File: config.mk
export PLATFORM = sky130hd
export DESIGN_NAME = dm_hart_ctl
export DESIGN_NICKNAME = d
export VERILOG_FILES = /design/src/rtl/dm_hart_ctl.sv
export SDC_FILE = /design/constraint.sdc
export NUM_CORES = 1
export LEC_CHECK = 0
export ABC_AREA = 1
export BUFFER_PORTS_ARGS = -buffer_cell sky130_fd_sc_hd__buf_2
export CAP_MARGIN = 20
export CORE_MARGIN = 2
export CORE_UTILIZATION = 49
export CTS_CLUSTER_SIZE = 25
export DETAILED_ROUTE_END_ITERATION = 7
export GPL_ROUTABILITY_DRIVEN = 1
export PLACE_DENSITY_LB_ADDON = 0.08
export SKIP_LAST_GASP = 1
export SYNTH_ARGS = -nofsm -noshare
export SYNTH_HDL_FRONTEND = slang
export SYNTH_SLANG_ARGS = --single-unit
File: constraint.sdc
create_clock -name clk -period 2.3 [get_ports clk]
set_input_delay 0 -clock clk [delete_from_list [all_inputs] [get_ports clk]]
set_output_delay 0 -clock clk [all_outputs]
set_load 0.03 [all_outputs]
File: src/rtl/dm_hart_ctl.sv
// Debug Module hart controller: DMI dmcontrol/dmstatus/abstractcs/command registers for one hart,
// sequencing halt/resume requests and abstract command execution over debug_if.
module dm_hart_ctl #(
  parameter int unsigned PROGBUF_SIZE = 2,
  parameter int unsigned DATA_COUNT   = 1
) (
  input  logic        clk,
  input  logic        rst_n,
  input  logic        reg_wr,
  input  logic        reg_rd,
  input  logic [6:0]  reg_addr,
  input  logic [31:0] reg_wdata,
  output logic [31:0] reg_rdata,
  output logic        reg_rvalid,
  output logic        dm_active,
  output logic        halt_req,
  output logic        resume_req,
  output logic [31:0] command,
  output logic        exec,
  input  logic        halted,
  input  logic        done,
  input  logic        write,
  input  logic        bus,
  input  logic        haltresume,
  input  logic        exception
);

  localparam logic [6:0] ADDR_DMCONTROL  = 7'h10;
  localparam logic [6:0] ADDR_DMSTATUS   = 7'h11;
  localparam logic [6:0] ADDR_ABSTRACTCS = 7'h16;
  localparam logic [6:0] ADDR_COMMAND    = 7'h17;

  localparam logic [4:0] PB_SIZE = 5'(PROGBUF_SIZE);
  localparam logic [3:0] D_COUNT = 4'(DATA_COUNT);

  localparam logic [2:0] ERR_NONE     = 3'd0;
  localparam logic [2:0] ERR_BUSY     = 3'd1;
  localparam logic [2:0] ERR_NOTSUP   = 3'd2;
  localparam logic [2:0] ERR_EXC      = 3'd3;
  localparam logic [2:0] ERR_HALTRES  = 3'd4;
  localparam logic [2:0] ERR_BUS      = 3'd5;

  typedef enum logic {IDLE, EXEC} state_t;

  state_t      state, state_n;
  logic        busy;
  logic        haltreq;
  logic        resumeack;
  logic [2:0]  cmderr, cmderr_n;
  logic [31:0] rd_mux;
  logic [7:0]  cmdtype;
  logic        wr_ctl, clear, wr_cmd, wr_acs;
  logic        cmd_accept, resume_accept;

  // data0 updates are handled elsewhere; write is part of the interface only
  logic unused;
  assign unused = write;

  assign cmdtype = reg_wdata[31:24];
  assign wr_ctl  = reg_wr && (reg_addr == ADDR_DMCONTROL);
  assign clear   = wr_ctl && !reg_wdata[0];
  assign wr_cmd  = reg_wr && dm_active && (reg_addr == ADDR_COMMAND);
  assign wr_acs  = reg_wr && dm_active && (reg_addr == ADDR_ABSTRACTCS);

  // quick access (type 1) may start on a running hart; the hart itself reports that case
  assign cmd_accept = wr_cmd && (state == IDLE) && (cmderr == ERR_NONE) &&
                      ((cmdtype == 8'd1) || (((cmdtype == 8'd0) || (cmdtype == 8'd2)) && halted));

  assign resume_accept = wr_ctl && dm_active && reg_wdata[0] && reg_wdata[30] && !reg_wdata[31] &&
                         halted && (state == IDLE);

  assign halt_req = haltreq && dm_active;

  always_ff @(posedge clk) begin
    if (!rst_n || clear) state <= IDLE;
    else                 state <= state_n;
  end

  always_comb begin
    state_n = state;
    case (state)
      IDLE: if (cmd_accept) state_n = EXEC;
      EXEC: if (done)       state_n = IDLE;
      default:              state_n = IDLE;
    endcase
  end

  always_comb begin
    exec = (state == EXEC);
    busy = (state == EXEC);
  end

  // error codes are only recorded into a clear cmderr and stay until written back to zero
  always_comb begin
    cmderr_n = cmderr;
    if (busy && done && (cmderr_n == ERR_NONE)) begin
      if (exception)       cmderr_n = ERR_EXC;
      else if (bus)        cmderr_n = ERR_BUS;
      else if (haltresume) cmderr_n = ERR_HALTRES;
    end
    if (wr_acs) begin
      if (!busy)                       cmderr_n = cmderr_n & ~reg_wdata[10:8];
      else if (cmderr_n == ERR_NONE)   cmderr_n = ERR_BUSY;
    end
    if (wr_cmd) begin
      if (busy) begin
        if (cmderr_n == ERR_NONE) cmderr_n = ERR_BUSY;
      end else if (cmderr == ERR_NONE) begin
        if (cmdtype > 8'd2)   cmderr_n = ERR_NOTSUP;
        else if (!cmd_accept) cmderr_n = ERR_HALTRES;
      end
    end
  end

  always_comb begin
    rd_mux = 32'h0;
    case (reg_addr)
      ADDR_DMCONTROL:  rd_mux = {haltreq, 29'b0, 1'b0, dm_active};
      ADDR_DMSTATUS:   rd_mux = {14'b0, {2{resumeack}}, 4'b0, {2{~halted}}, {2{halted}},
                                 1'b1, 3'b0, 4'd2};
      ADDR_ABSTRACTCS: rd_mux = {3'b0, PB_SIZE, 11'b0, busy, 1'b0, cmderr, 4'b0, D_COUNT};
      default:         rd_mux = 32'h0;
    endcase
  end

  always_ff @(posedge clk) begin
    if (!rst_n || clear) begin
      dm_active  <= 1'b0;
      haltreq    <= 1'b0;
      resume_req <= 1'b0;
      resumeack  <= 1'b0;
      cmderr     <= ERR_NONE;
      command    <= 32'h0;
      reg_rdata  <= 32'h0;
      reg_rvalid <= 1'b0;
    end else begin
      reg_rvalid <= reg_rd;
      if (reg_rd) reg_rdata <= rd_mux;
      cmderr <= cmderr_n;
      if (wr_ctl) begin
        dm_active <= 1'b1;
        if (dm_active) haltreq <= reg_wdata[31];
      end
      // resume_req is held until the hart is seen running again
      if (resume_accept) begin
        resume_req <= 1'b1;
        resumeack  <= 1'b0;
      end else if (resume_req && !halted) begin
        resume_req <= 1'b0;
        resumeack  <= 1'b1;
      end
      if (cmd_accept) command <= reg_wdata;
    end
  end

endmodule

After elaboration in Yosys (flattened, before gate mapping)
Cells that the tools add are included.
Storage, ports and cells
  output and inout port bits: 69
  logic and storage cells: 72
  bits in registers: 73
  input port bits: 49
Cells by class
  equal/unequal tests: 6
  bitwise logic cells: 4
  multiplexer cells: 19
  reductions and logical operators: 33
  order comparisons: 1
Operators by type and width (number)
  32-bit case mux with 3 select lines: 1
  3-bit 2-to-1 mux: 13
  7-bit by 5-bit == test with 1-bit output, second input constant: 4
  1-bit logical AND: 19
  3-bit zero test: 3
  8-bit by 1-bit == test with 1-bit output, second input constant: 1
  8-bit by 2-bit == test with 1-bit output, second input constant: 1
  8-bit by 2-bit greater-than comparator with 1-bit output, second input constant: 1
  8-bit zero test: 1
  1-bit zero test: 4
  1-bit 2-to-1 mux: 4
  3-bit AND: 1
  1-bit logical OR: 3
  3-bit inverter: 1
  1-bit inverter: 2
  1-bit case mux with 2 select lines: 1
  2-bit AND reduction: 1
  2-bit nonzero test: 1
  2-bit OR reduction: 1

Longest topological paths before layout
Gate-level depths: netlist (run 1).
  depth in word-level cells: 13
  depth in mapped cells: 10
  mapped depth without buffers: 9

Worst setup path after synthesis (run 1)
Ideal clock, no wire load.
  path type: flip-flop to flip-flop
  start point: register dm_active
  end point: register command[13]
  data arrival time: 1.461 ns
  setup time: 0.064 ns
  stages on the path, launching flop included: 11
  required time: 2.236 ns
  setup slack: 0.776 ns
  path buffers: 2
  clock period less this slack: 1.524 ns
  path through: dfxtp_1 -> nand2_1 -> inv_2 -> nand2_2 -> nor2_2 -> nand3_2 -> nor2_4 -> buf_6 -> buf_6 -> nor2_1 -> nor2_1
On the way
  longest elaborated chain between the ends: 5
Ends and longest elaborated chain
  from (decl): RTL line 15  | output logic dm_active,
  from (signal assigned): RTL line 128  | dm_active <= 1'b0;
  from (signal assigned): RTL line 141  | dm_active <= 1'b1;
  1-bit logical AND (2 in series): RTL line 62  | assign wr_cmd = reg_wr && dm_active && (reg_addr == ADDR_COMMAND);
  1-bit logical AND (3 in series): RTL line 66  | assign cmd_accept = wr_cmd && (state == IDLE) && (cmderr == ERR_NONE) &&
  to (signal assigned): RTL line 152  | if (cmd_accept) command <= reg_wdata;
  to (decl): RTL line 18  | output logic [31:0] command,
No other way between the ends.
A chain may end at the register's enable or synchronous reset.

Worst setup path after layout (run 1)
  start point: input reg_wdata[31]
  end point: register command[1]
On the way
  longest elaborated chain between the ends: 5
  elaborated cells between the ends (all ways): 7
  those cells by class: 2 x eq/ne; 5 x reduce/logical
Ends and longest elaborated chain
  from (decl): RTL line 12  | input logic [31:0] reg_wdata,
  8-bit by 2-bit == test with 1-bit output or 8-bit zero test (tied branches): RTL line 67  | ((cmdtype == 8'd1) || (((cmdtype == 8'd0) || (cmdtype == 8'd2)) && halted));
  1-bit logical OR: RTL line 67
  1-bit logical AND: RTL line 67
  1-bit logical OR (*): RTL line 67
  1-bit logical AND (*): RTL line 66
Every way passes the cells marked *; elsewhere a longest branch is shown, timed or not.

==> results of run 1 <==
==> synth_stat cells (all sizes together) <==
cell type	count
nand2	97
clkinv	1
and2	1
nand3	19
clkbuf	1
and3	1
buf	32
a31oi	1
nand4	5
a21oi	14
inv	47
nor2	85
o21ai	3
nor3b	6
dfxtp	51
conb	1
nor3	1
==> cells in the final DEF (no fill, tap or decap) <==
cell type      instances
a31oi_1                1
inv_1                 43
nor2_2                 4
o21ai_0                3
nand2_2                2
inv_2                  4
nand4_1                5
dlygate4sd3_1         23
buf_4                  1
nand2_1               95
nor3b_1                6
clkinv_1               1
and3_1                 1
inv_6                  1
dfxtp_1               51
nor2_1                79
conb_1                20
nand3_2                1
and2_1                 1
a21oi_1               14
nor2_4                 2
buf_12                 1
nor3_1                 1
buf_2                 96
clkbuf_8               6
nand3_1               18
==> power groups by stage <==
stage                     registers, mW  logic (mW)  clock network, mW
after floorplan                   0.910       0.124                  0
after global placement            0.906       0.157                  0
after detailed placement          0.906       0.158                  0
after CTS                         0.885       0.189              0.551
after global routing              0.885       0.212              0.574
final                             0.885       0.190              0.524
==> worst max-delay path: stages <==
cell and delay [ns]:
dlygate4sd3_1 0.54, buf_2 0.14, nor2_1 0.08, nand2_1 0.08, nor2_2 0.18, nand3_1 0.14
nor2_4 0.14, buf_12 0.25, nand2_1 0.09, nand2_1 0.07, nor2_1 0.04
==> logic make-up (layout without fill, tap and decap cells) <==
family | count (synthesis) | count (layout) | share of synthesized area, %
DFF | 51 | 51 | 41.9
buffers and inverters | 81 | 176 | 16.9
other | 1 | 20 | 0.154
and+or+nand+nor | 215 | 215 | 37.3
AOI/OAI and AO/OA | 18 | 18 | 3.75
==> worst max path at each step <==
stage          cells after the start  slack [ns]                  endpoint              startpoint
2_1_floorplan                     10        0.78  command[13]$_SDFFE_PP0P_  dm_active$_SDFFE_PP0N_
3_3_place_gp                      10        0.82   command[0]$_SDFFE_PP0P_  dm_active$_SDFFE_PP0N_
3_5_place_dp                      10        0.80   command[1]$_SDFFE_PP0P_  dm_active$_SDFFE_PP0N_
4_1_cts                           11        0.77  command[10]$_SDFFE_PP0P_           reg_wdata[31]
5_1_grt                           11        0.57  command[24]$_SDFFE_PP0P_           reg_wdata[31]
6_report                          11        0.74   command[1]$_SDFFE_PP0P_           reg_wdata[31]
==> flip-flops by register name, indices dropped and copies added (netlist names) <==
| register | cells |
|---|---|
| haltreq | 1 |
| resumeack | 1 |
| exec | 1 |
| reg_rdata | 10 |
| resume_req | 1 |
| cmderr | 3 |
| dm_active | 1 |
| reg_rvalid | 1 |
| command | 32 |
==> layer usage <==
layer | GRT usage, % | share of wire, % | vias up
li1 | - | - | 1282
met1 | 22.7 | 44 | 1012
met2 | 35.8 | 48 | 77
met3 | 6.37 | 7.1 | 2
met4 | 4.96 | 0.46 | 0
met5 | 0 | 0 | -
==> layout make-up <==
cell class	instances	area [um2]
multi-input cells	253	1070
fillers	435	1570
clock inverters	1	8.76
inverters	48	180
clock buffers	6	82.6
repair buffers	121	738
flip-flops and latches	51	1020
well taps	67	83.8
==> per-stage QoR <==
stage	worst slack, ns	hold WS, ns	instances	cell area (um2)	utilization [%]
global placement	0.825	0.273	517	2870	60.3
finish	0.738	0.0154	547	3190	67.1
CTS	0.766	0.00221	547	3190	67.1
global route	0.574	0.0423	547	3190	67.1
detailed placement	0.799	0.287	517	2870	60.3
floorplan	0.776	0.143	385	2510	-
==> what timing repair did <==
| action | in CTS | in global routing |
|---|---|---|
| endpoints found under the hold margin | 23 | 0 |
| hold buffers | 23 | 0 |
| endpoints found under the setup margin | 0 | 0 |
==> flow_metrics.py, run 1 <==
metrics = {
    "status": {
        "status": "complete, no violations",
    },
    "critical_path": {
        "timing_worst_setup_path_type": "in -> reg",
        "crit_arrival_ns": 1.76,
        "reg2reg_to": "command[1]$_SDFFE_PP0P_",
        "crit_path_start_kind": "input pin",
        "reg2reg_depth": 10,
        "r2r_slack_ns": 0.76,
        "rr_startpoint": "dm_active$_SDFFE_PP0N_",
        "critPathCaptureType": "register",
        "worst-path-max-fanout": 59,
        "cp.required_ns": 2.50,
    },
    "timing": {
        "setup_violations": 0,
        "period_minus_slack_ns": 1.56,
        "clock.fmax_mhz": 640,
        "tns_ns": 0,
        "skew_ns": 0.00346,
        "timing.final.crit_share_pct": 67.9,
        "hold_viol": 0,
        "drv_slew": 0,
        "rsz0062_at_grt": "false",
    },
    "power_and_ir_drop": {
        "pwr-share-comb_pct": 11.9,
        "power_mw": 1.60,
        "switching_power_uw": 399,
        "p_int_mw": 1.20,
        "ir_drop_mv": 0.360,
        "p_clk_share_pct": 32.8,
        "seqPwrFrac_pct": 55.4,
        "p_sw_share_pct": 24.9,
        "power.density_nw_per_um2": 501,
        "p_leak_nw": 1.71,
    },
    "global_routing": {
        "grt_pass1_vias": 2188,
        "grt_usage_pct": 19.8,
        "grt_max_degree": 60,
        "globalRoute.totalOverflow": 0,
        "grt_antenna_before_repair": 0,
        "grt_pass1_wl_mm": 8.76,
    },
    "floorplanning": {
        "die_width_um": 74.5,
        "core_um2": 4750,
        "die_h_um": 74.5,
        "ios": 118,
        "start_util_pct": 51.2,
        "num_rows": 25,
        "fp.dieArea_um2": 5550,
    },
    "final_layout": {
        "diodes": 0,
        "fin_nets": 529,
        "drive_gt1_share_pct": 24.6,
        "syn2layout_area_growth_pct": 30.9,
    },
    "place": {
        "post-dp-hpwl_mm": 3.76,
        "port_buffers": 96,
        "gp_congestion": 0.824,
    },
    "route": {
        "ant_nets": 0,
        "drcViolationCount": 0,
        "vias": 2373,
        "viasPerCell": 4.34,
        "drtIter0Drc": 77,
        "finalWirelength_mm": 5.45,
        "wl_per_cell_um": 9.96,
        "drtPass1Iterations": 4,
    },
    "cts": {
        "insertion_delay_ns": 0.29,
        "h-tree-depth": 2,
        "cts_tree": "done",
        "clock_path_buffers": 2,
        "post_cts_buffers": 0,
        "root_buffer": "clkbuf_8",
        "cts-resized-gates": 0,
        "clock_sinks": 51,
        "cts_buffers": 5,
        "path_clk_slew_ns": 0.09,
    },
    "hold_path": {
        "whs_endpoint": "command[10]$_SDFFE_PP0P_",
        "min_from": "reg_wdata[10]",
        "whs_path_depth": 5,
        "hold_path.class": "in -> reg",
    },
    "logic_synthesis": {
        "synth.area.top_cells": "dfxtp_1 (42%), nand2_1 (15%), nor2_1 (12%)",
        "yosysTopAreaCell": "dfxtp_1",
        "synth_top_area_share_pct": 41.9,
        "synth_cells": 366,
        "avgSynthCellArea_um2": 6.65,
        "synth_cell_type_count": 24,
        "ys_ff_latch": 51,
        "ys_warn_count": 0,
        "ys_seq_area_share_pct": 41.9,
        "syn_area_um2": 2430,
    },
    "job": {
        "cap_viol_max_count": 0,
    },
}
No activity file was read; power rests on OpenSTA's default activity.
==> inputs of run 2 (changes only) <==
- CORE_UTILIZATION: 49 -> 41
- clock period: 2.3 -> 1.4 ns (I/O delays scaled with it)
==> flow_metrics.py, run 2 (synthesized netlist as in run 1, its figures left out) <==
metrics = {
    "critical_path": {
        "reg2reg_depth": 10,
        "path_cells": "nand2_2 > inv_2 > nand2_4 > nor2_4 > nand3_2 > nor2_4 > buf_4 > clkbuf_16 > nor2_1 > nor2_1",
        "worst-path-max-fanout": 12,
        "crit_path_start_kind": "register",
        "crit_arrival_ns": 1.68,
        "critPathCaptureType": "register",
        "timing_worst_setup_path_type": "reg -> reg",
        "crit_slowest_cell": "dfxtp_2",
        "cp.required_ns": 1.64,
        "max_stage_delay_ns": 0.34,
    },
    "final_layout": {
        "drive_gt1_share_pct": 29.7,
        "syn2layout_area_growth_pct": 43.3,
        "final_cell_count_no_fill": 576,
        "fin_area_um2": 3490,
        "diodes": 0,
        "multi_input_area_um2": 1120,
        "regMostFlops": "command",
        "largest_register_ffs": 32,
        "final_cell_mix": "buf_2 (95), nand2_1 (92), nor2_1 (74)",
        "fin_nets": 550,
        "final_common_cell": "buf_2",
        "n_fill_cell": 589,
        "post-route-util_pct": 60.0,
        "largestRegisters": "command: 32 flops, reg_rdata: 10 flops, cmderr: 3 flops",
        "seqCellArea_um2": 1020,
    },
    "place": {
        "gp_congestion": 0.802,
        "dpl_cell_area_um2": 2970,
        "place_ws_ns": 0.0188,
        "post-dp-hpwl_mm": 4.06,
        "placedCellCount": 536,
        "port_buffers": 96,
    },
    "power_and_ir_drop": {
        "power.density_nw_per_um2": 747,
        "ir_drop_mv": 0.444,
        "p_leak_nw": 1.87,
        "power_mw": 2.61,
        "pwr-share-comb_pct": 12.2,
        "seqPwrFrac_pct": 55.8,
        "switching_power_uw": 643,
        "p_clk_share_pct": 32.0,
        "p_int_mw": 1.96,
        "p_sw_share_pct": 24.7,
    },
    "cts": {
        "root_buffer": "clkbuf_8",
        "path_clk_slew_ns": 0.09,
        "clock_path_buffers": 2,
        "cts_tree": "done",
        "insertion_delay_ns": 0.30,
        "clock_sinks": 51,
        "h-tree-depth": 2,
        "cts_buffers": 5,
    },
    "global_routing": {
        "grt_usage_pct": 17.4,
        "grt_pass1_vias": 2095,
        "grt_max_degree": 36,
        "grt_antenna_before_repair": 0,
        "globalRoute.totalOverflow": 0,
        "grt_pass1_wl_mm": 8.93,
    },
    "timing": {
        "rsz0062_at_grt": "true",
        "period_minus_slack_ns": 1.44,
        "drv_slew": 0,
        "tns_ns": -0.141,
        "setup_violations": 8,
        "holdWs_ns": 0.0117,
        "skew_ns": 0.00580,
        "hold_viol": 0,
        "timing.final.crit_share_pct": 103,
        "finalWorstSetupSlack_ns": -0.0381,
        "clock.fmax_mhz": 695,
    },
    "route": {
        "m1WireLength_mm": 2.65,
        "dr_wl_met3_um": 381,
        "ant_nets": 0,
        "viasPerCell": 4.25,
        "top_layer_used": "met4",
        "vias": 2448,
        "wl_met2_mm": 2.87,
        "finalWirelength_mm": 5.97,
        "wl_per_cell_um": 10.4,
        "drtPass1Iterations": 4,
        "drtIter0Drc": 84,
        "drcViolationCount": 0,
    },
    "status": {
        "status": "finished, violations left",
        "violations": "negative setup slack",
    },
    "floorplanning": {
        "fp.dieArea_um2": 6570,
        "core_um2": 5820,
        "ios": 118,
        "die_h_um": 81.1,
        "start_util_pct": 41.9,
        "num_rows": 28,
        "die_width_um": 81.1,
    },
    "job": {
        "cap_viol_max_count": 0,
    },
    "hold_path": {
        "whs_path_depth": 5,
        "hold_path.class": "in -> reg",
    },
}
run 2: changes by cell type in the layout (fill, tap and decap cells not counted), sizes merged:
cell         before  now
inv              48   47
dlygate4sd3      23   24
clkinv            1    2
buf              98  115
clkbuf            6    9
run 2: area by class of cell:
cell class / count / area share [%]
inverter: 48 / 5.16
clock buffer: 6 / 2.37
tap: 75 / 2.69
multi-input combinational: 253 / 32.1
timing repair buffer: 142 / 28.2
sequential: 51 / 29.3
clock inverter: 1 / 0.143
run 2: power by group through the flow:
stage | registers (mW) | clock network, mW | logic [mW]
2_1_floorplan | 1.49 | 0 | 0.203
3_3_place_gp | 1.49 | 0 | 0.263
3_5_place_dp | 1.49 | 0 | 0.263
4_1_cts | 1.45 | 0.882 | 0.316
5_1_grt | 1.45 | 0.924 | 0.358
6_report | 1.45 | 0.835 | 0.318
run 2: what timing repair did:
item | CTS | global route
buffers inserted | 0 | 5
hold endpoints to repair | 24 | 0
hold buffers | 24 | 0
resized for setup | 0 | 17
setup endpoints to repair | 1 | 26
pin swaps | 0 | 6
gates cloned | 0 | 5
run 2: path summary, 6_finish.rpt:
path | start | end | slack, ns
worst max-delay path | dm_active$_SDFFE_PP0N_ | command[23]$_SDFFE_PP0P_ | -0.04
worst min-delay path | reg_wdata[13] | command[13]$_SDFFE_PP0P_ | 0.01
worst max register to register | dm_active$_SDFFE_PP0N_ | command[23]$_SDFFE_PP0P_ | -0.04
worst min register to register | reg_rdata[25]$_SDFFE_PP0P_ | reg_rdata[25]$_SDFFE_PP0P_ | 0.47
run 2: metal layers:
| metal | up-vias | track usage (%) |
|---|---|---|
| li1 | 1330 | - |
| met1 | 1040 | 21.4 |
| met2 | 72 | 29.8 |
| met3 | 6 | 4.56 |
| met4 | 0 | 5.08 |
| met5 | - | 0 |
run 2: worst max-delay path: cells and delay by family (launching register included):
family | cells | cell delay (ns)
DFF | 1 | 0.34
and+or+nand+nor | 7 | 0.65
buffers and inverters | 3 | 0.39
==> inputs of run 3 (changes only) <==
- ABC_AREA: 1 -> unset
==> flow_metrics.py, run 3 <==
metrics = {
    "status": {
        "status": "finished, violations left",
        "violations": "negative setup slack",
    },
    "logic_synthesis": {
        "synth_cells": 266,
        "synth_cell_type_count": 43,
        "synth-edff-count": 0,
        "yosysMostFrequentCell": "dfxtp_1",
        "avgSynthCellArea_um2": 8.69,
        "netlist_top_cells_count": "dfxtp_1 (51), a21oi_1 (36), nand3_1 (29), buf_4 (23), clkbuf_1 (13)",
        "yosysTopAreaCell": "dfxtp_1",
        "ys.flop_type": "dfxtp_1",
        "ys_seq_area_share_pct": 44.2,
        "synthArstFlopShare_pct": 0,
        "ys_warn_count": 0,
        "synth_top_area_share_pct": 44.2,
        "ys_ff_latch": 51,
        "syn_area_um2": 2310,
        "synth.area.top_cells": "dfxtp_1 (44%), a21oi_1 (7.8%), buf_4 (7.5%)",
    },
    "final_layout": {
        "final_common_cell": "buf_2",
        "n_fill_cell": 506,
        "regMostFlops": "command",
        "final_cell_mix": "buf_2 (96), dfxtp_1 (49), a21oi_1 (33)",
        "fin_nets": 458,
        "fin_area_um2": 3440,
        "largest_register_ffs": 32,
        "largestRegisters": "command: 32 flops, reg_rdata: 10 flops, cmderr: 3 flops",
        "diodes": 0,
        "multi_input_area_um2": 1150,
        "drive_gt1_share_pct": 39.3,
        "final_cell_count_no_fill": 482,
        "syn2layout_area_growth_pct": 48.8,
        "seqCellArea_um2": 1020,
        "post-route-util_pct": 62.8,
    },
    "floorplanning": {
        "fp.dieArea_um2": 6250,
        "start_util_pct": 42.2,
        "ios": 118,
        "core_um2": 5470,
        "die_width_um": 79.1,
        "num_rows": 27,
        "die_h_um": 79.1,
    },
    "timing": {
        "finalWorstSetupSlack_ns": -0.439,
        "hold_viol": 0,
        "skew_ns": 0.00485,
        "clock.fmax_mhz": 544,
        "drv_slew": 0,
        "setup_violations": 38,
        "period_minus_slack_ns": 1.84,
        "rsz0062_at_grt": "true",
        "timing.final.crit_share_pct": 131,
    },
    "global_routing": {
        "grt_max_degree": 44,
        "grt_pass1_vias": 2265,
        "globalRoute.totalOverflow": 0,
        "grt_pass1_wl_mm": 10.0,
        "grt_usage_pct": 19.9,
        "grt_antenna_before_repair": 0,
    },
    "power_and_ir_drop": {
        "seqPwrFrac_pct": 54.0,
        "p_int_mw": 2.05,
        "power.density_nw_per_um2": 786,
        "ir_drop_mv": 0.509,
        "p_sw_share_pct": 24.1,
        "switching_power_uw": 652,
        "p_leak_nw": 1.55,
        "pwr-share-comb_pct": 12.7,
        "p_clk_share_pct": 33.2,
    },
    "place": {
        "dpl_cell_area_um2": 3000,
        "gp_congestion": 0.726,
        "placedCellCount": 444,
        "post-dp-hpwl_mm": 4.31,
        "port_buffers": 96,
    },
    "critical_path": {
        "timing_worst_setup_path_type": "reg -> reg",
        "path_cells": "or4bb_1 > or4_4 > buf_12 > o21ai_0 > a21oi_1",
        "worst-path-max-fanout": 16,
        "crit_path_start_kind": "register",
        "crit_buf_inv": 1,
        "critPathCaptureType": "register",
        "crit_slowest_cell": "or4bb_1",
        "max_stage_delay_ns": 0.53,
        "cp.required_ns": 1.58,
        "crit_arrival_ns": 2.02,
        "critPathTopFamily": "simple AND/OR/NAND/NOR gates",
    },
    "route": {
        "drtPass1Iterations": 4,
        "drtIter0Drc": 116,
        "drcViolationCount": 0,
        "ant_nets": 0,
        "viasPerCell": 4.92,
        "finalWirelength_mm": 6.16,
        "vias": 2373,
        "wl_per_cell_um": 12.8,
    },
    "cts": {
        "insertion_delay_ns": 0.29,
        "cts_buffers": 5,
        "clock_path_buffers": 2,
        "h-tree-depth": 2,
        "root_buffer": "clkbuf_8",
        "cts_tree": "done",
        "clock_sinks": 51,
        "path_clk_slew_ns": 0.09,
    },
    "hold_path": {
        "hold_path.class": "in -> reg",
    },
    "job": {
        "cap_viol_max_count": 0,
    },
}
==> run 3: per-layer routing <==
layer  GRT usage, %  vias up  wire (um)
met5              0        -          0
met4           6.21        0         97
met3           3.41       10        390
met2           33.1       85       2820
met1           26.2     1075       2850
li1               -     1203          -
==> run 3: cell type report <==
type                            count  area share, %
Clock buffer                        8           2.91
Inverter                            3          0.328
Sequential cell                    51           29.8
Timing Repair Buffer              158           31.0
Tap cell                           72           2.62
Multi-Input combinational cell    190           33.4
==> run 3: through the flow <==
stage | power, mW | hold WS [ns] | setup WS (ns) | setup TNS [ns]
2_1_floorplan | 1.69 | 0.144 | -0.422 | -13.56
5_1_grt | 2.83 | 0.0235 | -0.513 | -17.54
4_1_cts | 2.73 | 0.00653 | -0.439 | -14.43
3_3_place_gp | 1.77 | 0.260 | -0.431 | -15.67
6_report | 2.70 | 0.0173 | -0.439 | -14.58
3_5_place_dp | 1.77 | 0.260 | -0.472 | -16.29
==> run 3: timing repair <==
item | CTS | global route
endpoints found under the setup margin | 38 | 40
resized for setup | 4 | 9
pin swaps | 1 | 8
setup buffers | 2 | 0
hold buffers | 28 | 0
hold endpoints to repair | 28 | 0
==> run 3: path summary, 6_finish.rpt <==
check                           start                  endpoint  slack, ns  depth (start not counted)
max              cmderr[2]$_SDFF_PP0_   command[4]$_SDFFE_PP0P_      -0.44                          5
min                     reg_wdata[31]      haltreq$_SDFFE_PP0N_       0.02                          3
min reg2reg  command[23]$_SDFFE_PP0P_  command[23]$_SDFFE_PP0P_       0.46                          2
max reg2reg      cmderr[2]$_SDFF_PP0_   command[4]$_SDFFE_PP0P_      -0.44                          5
==> run 3: kinds of logic (layout without fill, tap and decap cells) <==
kind of cell	count (synthesis)	after routing	share of synthesized area, %
compound gates	82	82	22.3
buf+inv	44	169	12.0
flops	51	51	44.2
mux	2	2	0.866
other cells	1	20	0.162
simple gates	86	86	20.6
==> run 3: power groups by stage <==
stage / Sequential, mW / Combinational [mW] / Clock, mW
after floorplan: 1.51 / 0.181 / 0
after global placement: 1.49 / 0.276 / 0
after detailed placement: 1.49 / 0.277 / 0
after CTS: 1.46 / 0.341 / 0.932
after global routing: 1.46 / 0.374 / 0.994
final: 1.46 / 0.345 / 0.899
==> run 3: worst register-to-register path: cells and delay by family (launching register included) <==
kind	cells	cell delay, ns
buf+inv	1	0.18
simple gates	2	1.02
compound gates	2	0.23
flops	1	0.31
